==> src/rtl/led_pattern_sched.sv <==
// led_pattern_sched: steps a 4-LED pattern at a programmable rate under cmd/run/stop control
// Ports:
//   clk, rst        system clock, synchronous active-high reset
//   cmd_valid/ready mode command handshake; cmd_mode sampled on accept
//   run             level; 1 = stepping allowed, 0 = hold the current step
//   stop            forces IDLE (wins over a command offered in the same cycle)
//   leds            LED drive, 1 = lit
//   step_tick       one-cycle pulse in the cycle leds shows a new step
//   busy            high whenever the controller is not idle
module led_pattern_sched #(
   parameter int STEP_CYCLES = 50_000_000
) (
   input  logic       clk,
   input  logic       rst,
   input  logic       cmd_valid,
   input  logic [1:0] cmd_mode,
   output logic       cmd_ready,
   input  logic       run,
   input  logic       stop,
   output logic [3:0] leds,
   output logic       step_tick,
   output logic       busy
);
   localparam int PW = $clog2(STEP_CYCLES);
   typedef enum logic [1:0] {S_IDLE, S_LOAD, S_RUN, S_PAUSE} state_t;
   state_t          r_state;
   logic [1:0]      r_mode;
   logic [3:0]      r_idx;
   logic [PW-1:0]   r_pcnt;
   logic [3:0]      r_leds;
   logic            r_tick;
   logic            r_busy;
   logic            w_accept;
   logic            w_last;
   logic [3:0]      w_idx_nxt;
   function automatic logic [3:0] f_pat(input logic [1:0] m, input logic [3:0] i);
      return m == 2'd0 ? ~(4'b0001 << i[1:0]) :
             m == 2'd1 ?  (4'b0001 << i[1:0]) :
             m == 2'd2 ? {4{~i[0]}} : i;
   endfunction
   assign cmd_ready = r_state != S_LOAD;
   assign w_accept  = cmd_valid && cmd_ready;
   assign w_last    = r_pcnt == PW'(STEP_CYCLES - 1);
   // wrap the step index at the length of the active pattern
   assign w_idx_nxt = r_mode == 2'd3 ? r_idx + 4'd1 :
                      r_mode == 2'd2 ? {3'b000, ~r_idx[0]} :
                                       {2'b00, r_idx[1:0] + 2'd1};
   assign leds      = r_leds;
   assign step_tick = r_tick;
   assign busy      = r_busy;
   always_ff @(posedge clk) begin
      if (rst) begin
         r_state <= S_IDLE;
         r_mode  <= 2'd0;
         r_idx   <= 4'd0;
         r_pcnt  <= '0;
         r_leds  <= 4'b1111;
         r_tick  <= 1'b0;
         r_busy  <= 1'b0;
      end else begin
         r_tick <= 1'b0;
         if (stop) begin
            r_state <= S_IDLE;
            r_idx   <= 4'd0;
            r_pcnt  <= '0;
            r_leds  <= 4'b1111;
            r_busy  <= 1'b0;
         end else if (w_accept) begin
            r_state <= S_LOAD;
            r_mode  <= cmd_mode;
            r_busy  <= 1'b1;
         end else if (r_state == S_LOAD) begin
            r_idx   <= 4'd0;
            r_pcnt  <= '0;
            r_leds  <= f_pat(r_mode, 4'd0);
            r_state <= run ? S_RUN : S_PAUSE;
         end else if (r_state != S_IDLE && run) begin
            // a PAUSE cycle that sees run return already counts, so a pause
            // stretches the step by exactly the cycles spent paused
            r_state <= S_RUN;
            if (w_last) begin
               r_pcnt <= '0;
               r_idx  <= w_idx_nxt;
               r_leds <= f_pat(r_mode, w_idx_nxt);
               r_tick <= 1'b1;
            end else begin
               r_pcnt <= r_pcnt + PW'(1);
            end
         end else if (r_state != S_IDLE) begin
            r_state <= S_PAUSE;
         end
      end
   end
endmodule

==> config.mk <==
export PLATFORM = sky130hd
export DESIGN_NAME = led_pattern_sched
export DESIGN_NICKNAME = d
export VERILOG_FILES = /design/src/rtl/led_pattern_sched.sv
export SDC_FILE = /design/constraint.sdc
export NUM_CORES = 1
export LEC_CHECK = 0
export CAP_MARGIN = 25
export CORE_ASPECT_RATIO = 1.5
export CORE_MARGIN = 3
export CORE_UTILIZATION = 50
export CTS_CLUSTER_DIAMETER = 120
export DETAILED_ROUTE_END_ITERATION = 8
export PLACE_DENSITY = 0.78
export SETUP_SLACK_MARGIN = 0.4
export SYNTH_ARGS = -nofsm -noshare
export SYNTH_HDL_FRONTEND = slang
export SYNTH_SLANG_ARGS = --single-unit
==> constraint.sdc <==
create_clock -name clk -period 2.8 [get_ports clk]
set_clock_uncertainty 0.15 [all_clocks]
set_input_delay 0.56 -clock clk [delete_from_list [all_inputs] [get_ports clk]]
set_output_delay 0.56 -clock clk [all_outputs]
set_load 0.01 [all_outputs]
---- Word-level counts from Yosys, hierarchy flattened ----
Index checks and enable logic that the tools add are counted.
storage, ports and cells
  flip-flop bits (word level) ............. 40
  input bits .............................. 7
  output and inout bits ................... 7
  logic and storage cells ................. 61
cells by class
  add/sub/neg operators ................... 3
  equality and inequality tests ........... 6
  shifts and indexed selects .............. 1
  muxes and demuxes ....................... 23
  bitwise logic cells ..................... 6
  reduce and logical (&&, ||, !) cells .... 14
operators by type and width
  kind                                                   count
  two-way mux 26 bit                                     3
  two-way mux 4 bit                                      13
  adder 26 x 1 -> 26 bit, second input constant          1
  equality test 26 bit, second input constant            1
  two-way mux 2 bit                                      4
  nonzero test 2 bit                                     3
  inverter 1 bit                                         5
  OR reduction 5 bit                                     1
  adder 4 x 1 -> 4 bit, second input constant            1
  equality test 2 x 1 -> 1 bit, second input constant    2
  equality test 2 bit, second input constant             2
  inverter 4 bit                                         1
  AND reduction 2 bit                                    2
  nonzero test 4 bit                                     1
  << shifter 1 x 2 -> 4 bit, first input constant        1
  two-way mux 1 bit                                      3
  AND reduction 3 bit                                    1
  nonzero test 3 bit                                     1
  OR reduction 3 bit                                     1
  adder 2 x 1 -> 2 bit, second input constant            1
  logical AND 1 bit                                      2
  zero test 2 bit                                        1
  inequality test 2 x 1 -> 1 bit, second input constant  1
  OR reduction 2 bit                                     1

---- Depth between registers and ports, before layout ----
  depth after elaboration ................. 10
  gate-level depth with buffers ........... 8
  gate-level depth less buffers ........... 8

---- Worst setup path before layout ----
Ideal clock, no wire load.
  path type ............................... flip-flop to flip-flop
  from .................................... register r_pcnt[7]
  to ...................................... register r_idx[3]
  setup time .............................. 0.070 ns
  data arrival time ....................... 2.021 ns
  required time ........................... 2.580 ns
  slack ................................... 0.559 ns
  cell stages (with the launch flop) ...... 6
  buffers on the path ..................... 0
  clock period less this slack ............ 2.241 ns
  cells stage by stage .................... dfxtp_1 or4b_4 nor4_4 nand4_2 or4_1 a21oi_1
between the ends
  word-level cells in the longest chain between the ends .. 3
ends and longest elaborated chain
  what                                  RTL line  RTL
  start: declaration                    29        logic [PW-1:0] r_pcnt;
  start signal: assignment              87        r_pcnt <= r_pcnt + PW'(1);
  equality test 26 bit                  43        assign w_last = r_pcnt == PW'(STEP_CYCLES - 1);
  nonzero test 2 bit (no source line)   --
  AND reduction 3 bit (no source line)  --
  end signal: assignment                83        r_idx <= w_idx_nxt;
  end: declaration                      28        logic [3:0] r_idx;
No other way between the ends.
A chain may end at the register's enable or synchronous reset.

---- Worst setup path in the final report ----
  from .................................... register r_state[0]
  to ...................................... output port cmd_ready
between the ends
  word-level cells in the longest chain between the ends .. 1
ends and longest elaborated chain
  what                            RTL line  RTL
  start: declaration              26        state_t r_state;
  start signal: assignment        76        r_state <= run ? S_RUN : S_PAUSE;
  inequality test 2 x 1 -> 1 bit  41        assign cmd_ready = r_state != S_LOAD;
  end: declaration                17        output logic cmd_ready,
No other way between the ends.

==> results.sh <==
export IMPL_r2r_start="r_pcnt[7]"
export IMPL_r2r_slack_ns=0.49
export IMPL_die_w_um=59.6
export IMPL_wl_per_cell_um=14.3
export IMPL_drive_above_1_share=0.108
export IMPL_cp_end_kind="output pin"
export IMPL_max_cap_violations=0
export IMPL_synthArstFlopShare=0
export IMPL_crit_chain="nor2b_4 > clkinv_2 > buf_4 > clkdlybuf4s50_1"
export IMPL_route_detailed_drc=0
export IMPL_clock_latency_ns=0.29
export IMPL_core_area_um2=4030
export IMPL_yosysTopAreaCell="dfxtp_1"
export IMPL_grt_usage=0.196
export IMPL_setup_viol=0
export IMPL_slowest_stage="clkdlybuf4s50_1"
export IMPL_critPathTopFamily="buffers and inverters"
export IMPL_arrival_ns=1.63
export IMPL_synth_edf_count=0
export IMPL_hold_viol=0
export IMPL_clk_path_buf_depth=2
export IMPL_synth_area_um2=2150
export IMPL_dp_hpwl_mm=3.33
export IMPL_yosys_warnings=0
export IMPL_syn_nets=269
export IMPL_crit_path_max_incr_delay_ns=0.48
export IMPL_ioPinCount=14
export IMPL_grt_pass1_wl_mm=7.91
export IMPL_syn_area_per_cell_um2=8.47
export IMPL_die_area_um2=5140
export IMPL_fmax_mhz=427
export IMPL_routed_wl_mm=4.61
export IMPL_synth_seq_cells=40
export IMPL_ctsHtreeMaxLevel=2
export IMPL_crit_path_start_kind="flip-flop"
export IMPL_cts_inserted_buffers=5
export IMPL_worst_hold_slack_ns=0.322
export IMPL_grt_pass1_vias=1791
export IMPL_grt_max_degree=27
export IMPL_crit_path_end="cmd_ready"
export IMPL_antenna_found_initial=0
export IMPL_p_leak_nw=0.989
export IMPL_synth_seq_area_share=0.372
export IMPL_clock_sinks=40
export IMPL_vias=1864
export IMPL_first_pass_iters=4
export IMPL_port_buffers=13
export IMPL_drtIter0Drc=58
export IMPL_timing_final_crit_period_ns=2.34
export IMPL_syn2layout_area_growth_pct=18.5
export IMPL_synthFlopType="dfxtp_1"
export IMPL_routed_via_density=5.79
export IMPL_dp_slack_ns=0.227
export IMPL_grt_overflow_total=0
export IMPL_synthTopCellsByArea="dfxtp_1 (37%), nor2_1 (6.3%), xor2_1 (6.1%)"
export IMPL_clk_pin_slew_ns=0.08
export IMPL_path_max_fanout=10
export IMPL_initial_core_util=0.534
export IMPL_synth_top_area_frac=0.372
export IMPL_period_share=0.837
export IMPL_worst_slack_ns=0.456
export IMPL_worstHoldPathType="flip-flop to flip-flop"
export IMPL_gp_congestion=0.854
export IMPL_ant_nets=0
export IMPL_drv_slew=0
export IMPL_crit_cells=4
export IMPL_dieHeight_um=86.4
export IMPL_rsz0062_at_grt="no"
export IMPL_r2r_cells=5
export IMPL_syn_inst=254
export IMPL_r2r_end="r_idx[3]"
export IMPL_worstMarginPinSlew_ns=0.377
export IMPL_powerDensity_nw_per_um2=456
export IMPL_slew_headroom=0.749
export IMPL_diodes=0
export IMPL_ys_types=47
export IMPL_cts_root_buf="clkbuf_8"
export IMPL_tns_ns=0
export IMPL_fin_nets=291
export IMPL_worstSetupStartpoint="r_state[0]"
export IMPL_path_buf_inv=3
export IMPL_run_status="completed"
export IMPL_path_class="flip-flop to output pin"
export IMPL_required_ns=2.09
export IMPL_fin_util=0.633
export IMPL_rows=28
export IMPL_cts_tree="built"
export IMPL_ir_drop_v=0.000471
metal layers:
metal / part of all wire / up-vias / global-route usage / routed length (um)
li1: - / 948 / - / -
met1: 0.42 / 880 / 0.227 / 1930
met2: 0.55 / 30 / 0.348 / 2510
met3: 0.025 / 6 / 0.0373 / 113
met4: 0.011 / 0 / 0.0706 / 53
met5: 0 / - / 0 / 0
through the flow:
stage	power [mW]	instance area, um2	instances
after floorplan	0.631	2150	254
after CTS	1.18	2520	319
after detailed placement	0.663	2370	310
after global placement	0.662	2370	310
final	1.16	2550	322
after global routing	1.20	2550	322
cell usage after synthesis (all sizes together), types with 4 or more instances:
| library cell | count |
|---|---|
| a21oi | 13 |
| and2 | 5 |
| and3 | 8 |
| and4 | 6 |
| clkbuf | 8 |
| dfxtp | 40 |
| ha | 8 |
| inv | 9 |
| nand2 | 16 |
| nand2b | 4 |
| nand3 | 15 |
| nand4 | 9 |
| nor2 | 36 |
| nor2b | 4 |
| o211ai | 4 |
| xnor2 | 9 |
| xor2 | 15 |
layout by cell type, fill, tap and decap left out, drive strengths merged, types with 4 or more instances in the layout:
cell type / instances
nand3: 15
and2: 5
and4: 6
dfxtp: 40
xnor2: 9
nand2: 16
xor2: 15
and3: 8
a21oi: 13
buf: 13
ha: 8
nand2b: 4
o211ai: 4
inv: 9
nand4: 9
clkbuf: 7
nor2b: 4
nor2: 36
clkdlybuf4s50: 13
worst reg2reg max path: stages, from the launching register on:
cell and delay [ns]:
dfxtp_1 0.35, or4b_4 0.56, nor4_4 0.37, nand4_4 0.17, or4_1 0.49, a21oi_1 0.14
registers in the layout (all words and copies together), names as in the netlist:
signal	count
busy	1
leds	4
r_idx	4
r_mode	2
r_pcnt	26
r_state	2
step_tick	1
cells by family (layout without fill, tap and decap cells):
family | count (synthesis) | in the layout | share of synthesized area
flops | 40 | 40 | 0.372
buf+inv | 21 | 44 | 0.0378
simple gates | 119 | 119 | 0.307
compound gates | 39 | 39 | 0.125
fa+ha+maj | 8 | 8 | 0.0465
xor+xnor | 24 | 24 | 0.0977
mux | 3 | 3 | 0.0140
how the worst min path moves through the flow:
stage                     startpoint         to  depth (start not counted)
after global routing         leds[3]    leds[3]                          1
after detailed placement        busy       busy                          2
after floorplan            r_pcnt[1]  r_pcnt[1]                          2
after global placement          busy       busy                          2
after CTS                  r_pcnt[1]  r_pcnt[1]                          2
final                      r_pcnt[1]  r_pcnt[1]                          2
layout make-up:
class	count	area, um2
clock buffer	7	96.3
inverter	10	38.8
clock inverter	1	30.0
fill	339	1480
sequential	40	801
timing repair buffer	26	240
multi-input combinational	193	1290
tap	45	56.3
power by group:
group / leakage (nW) / internal, mW / switching (mW)
clock network: 0.0645 / 0.315 / 0.197
logic: 0.602 / 0.0355 / 0.0407
registers: 0.323 / 0.572 / 0.00403
what timing repair did:
item	in CTS	in global routing
hold buffers	0	0
endpoints found under the setup margin	2	3
resized for setup	3	2
setup buffers	1	3
pin swaps	1	2
Power figures use the tool's default switching activity.
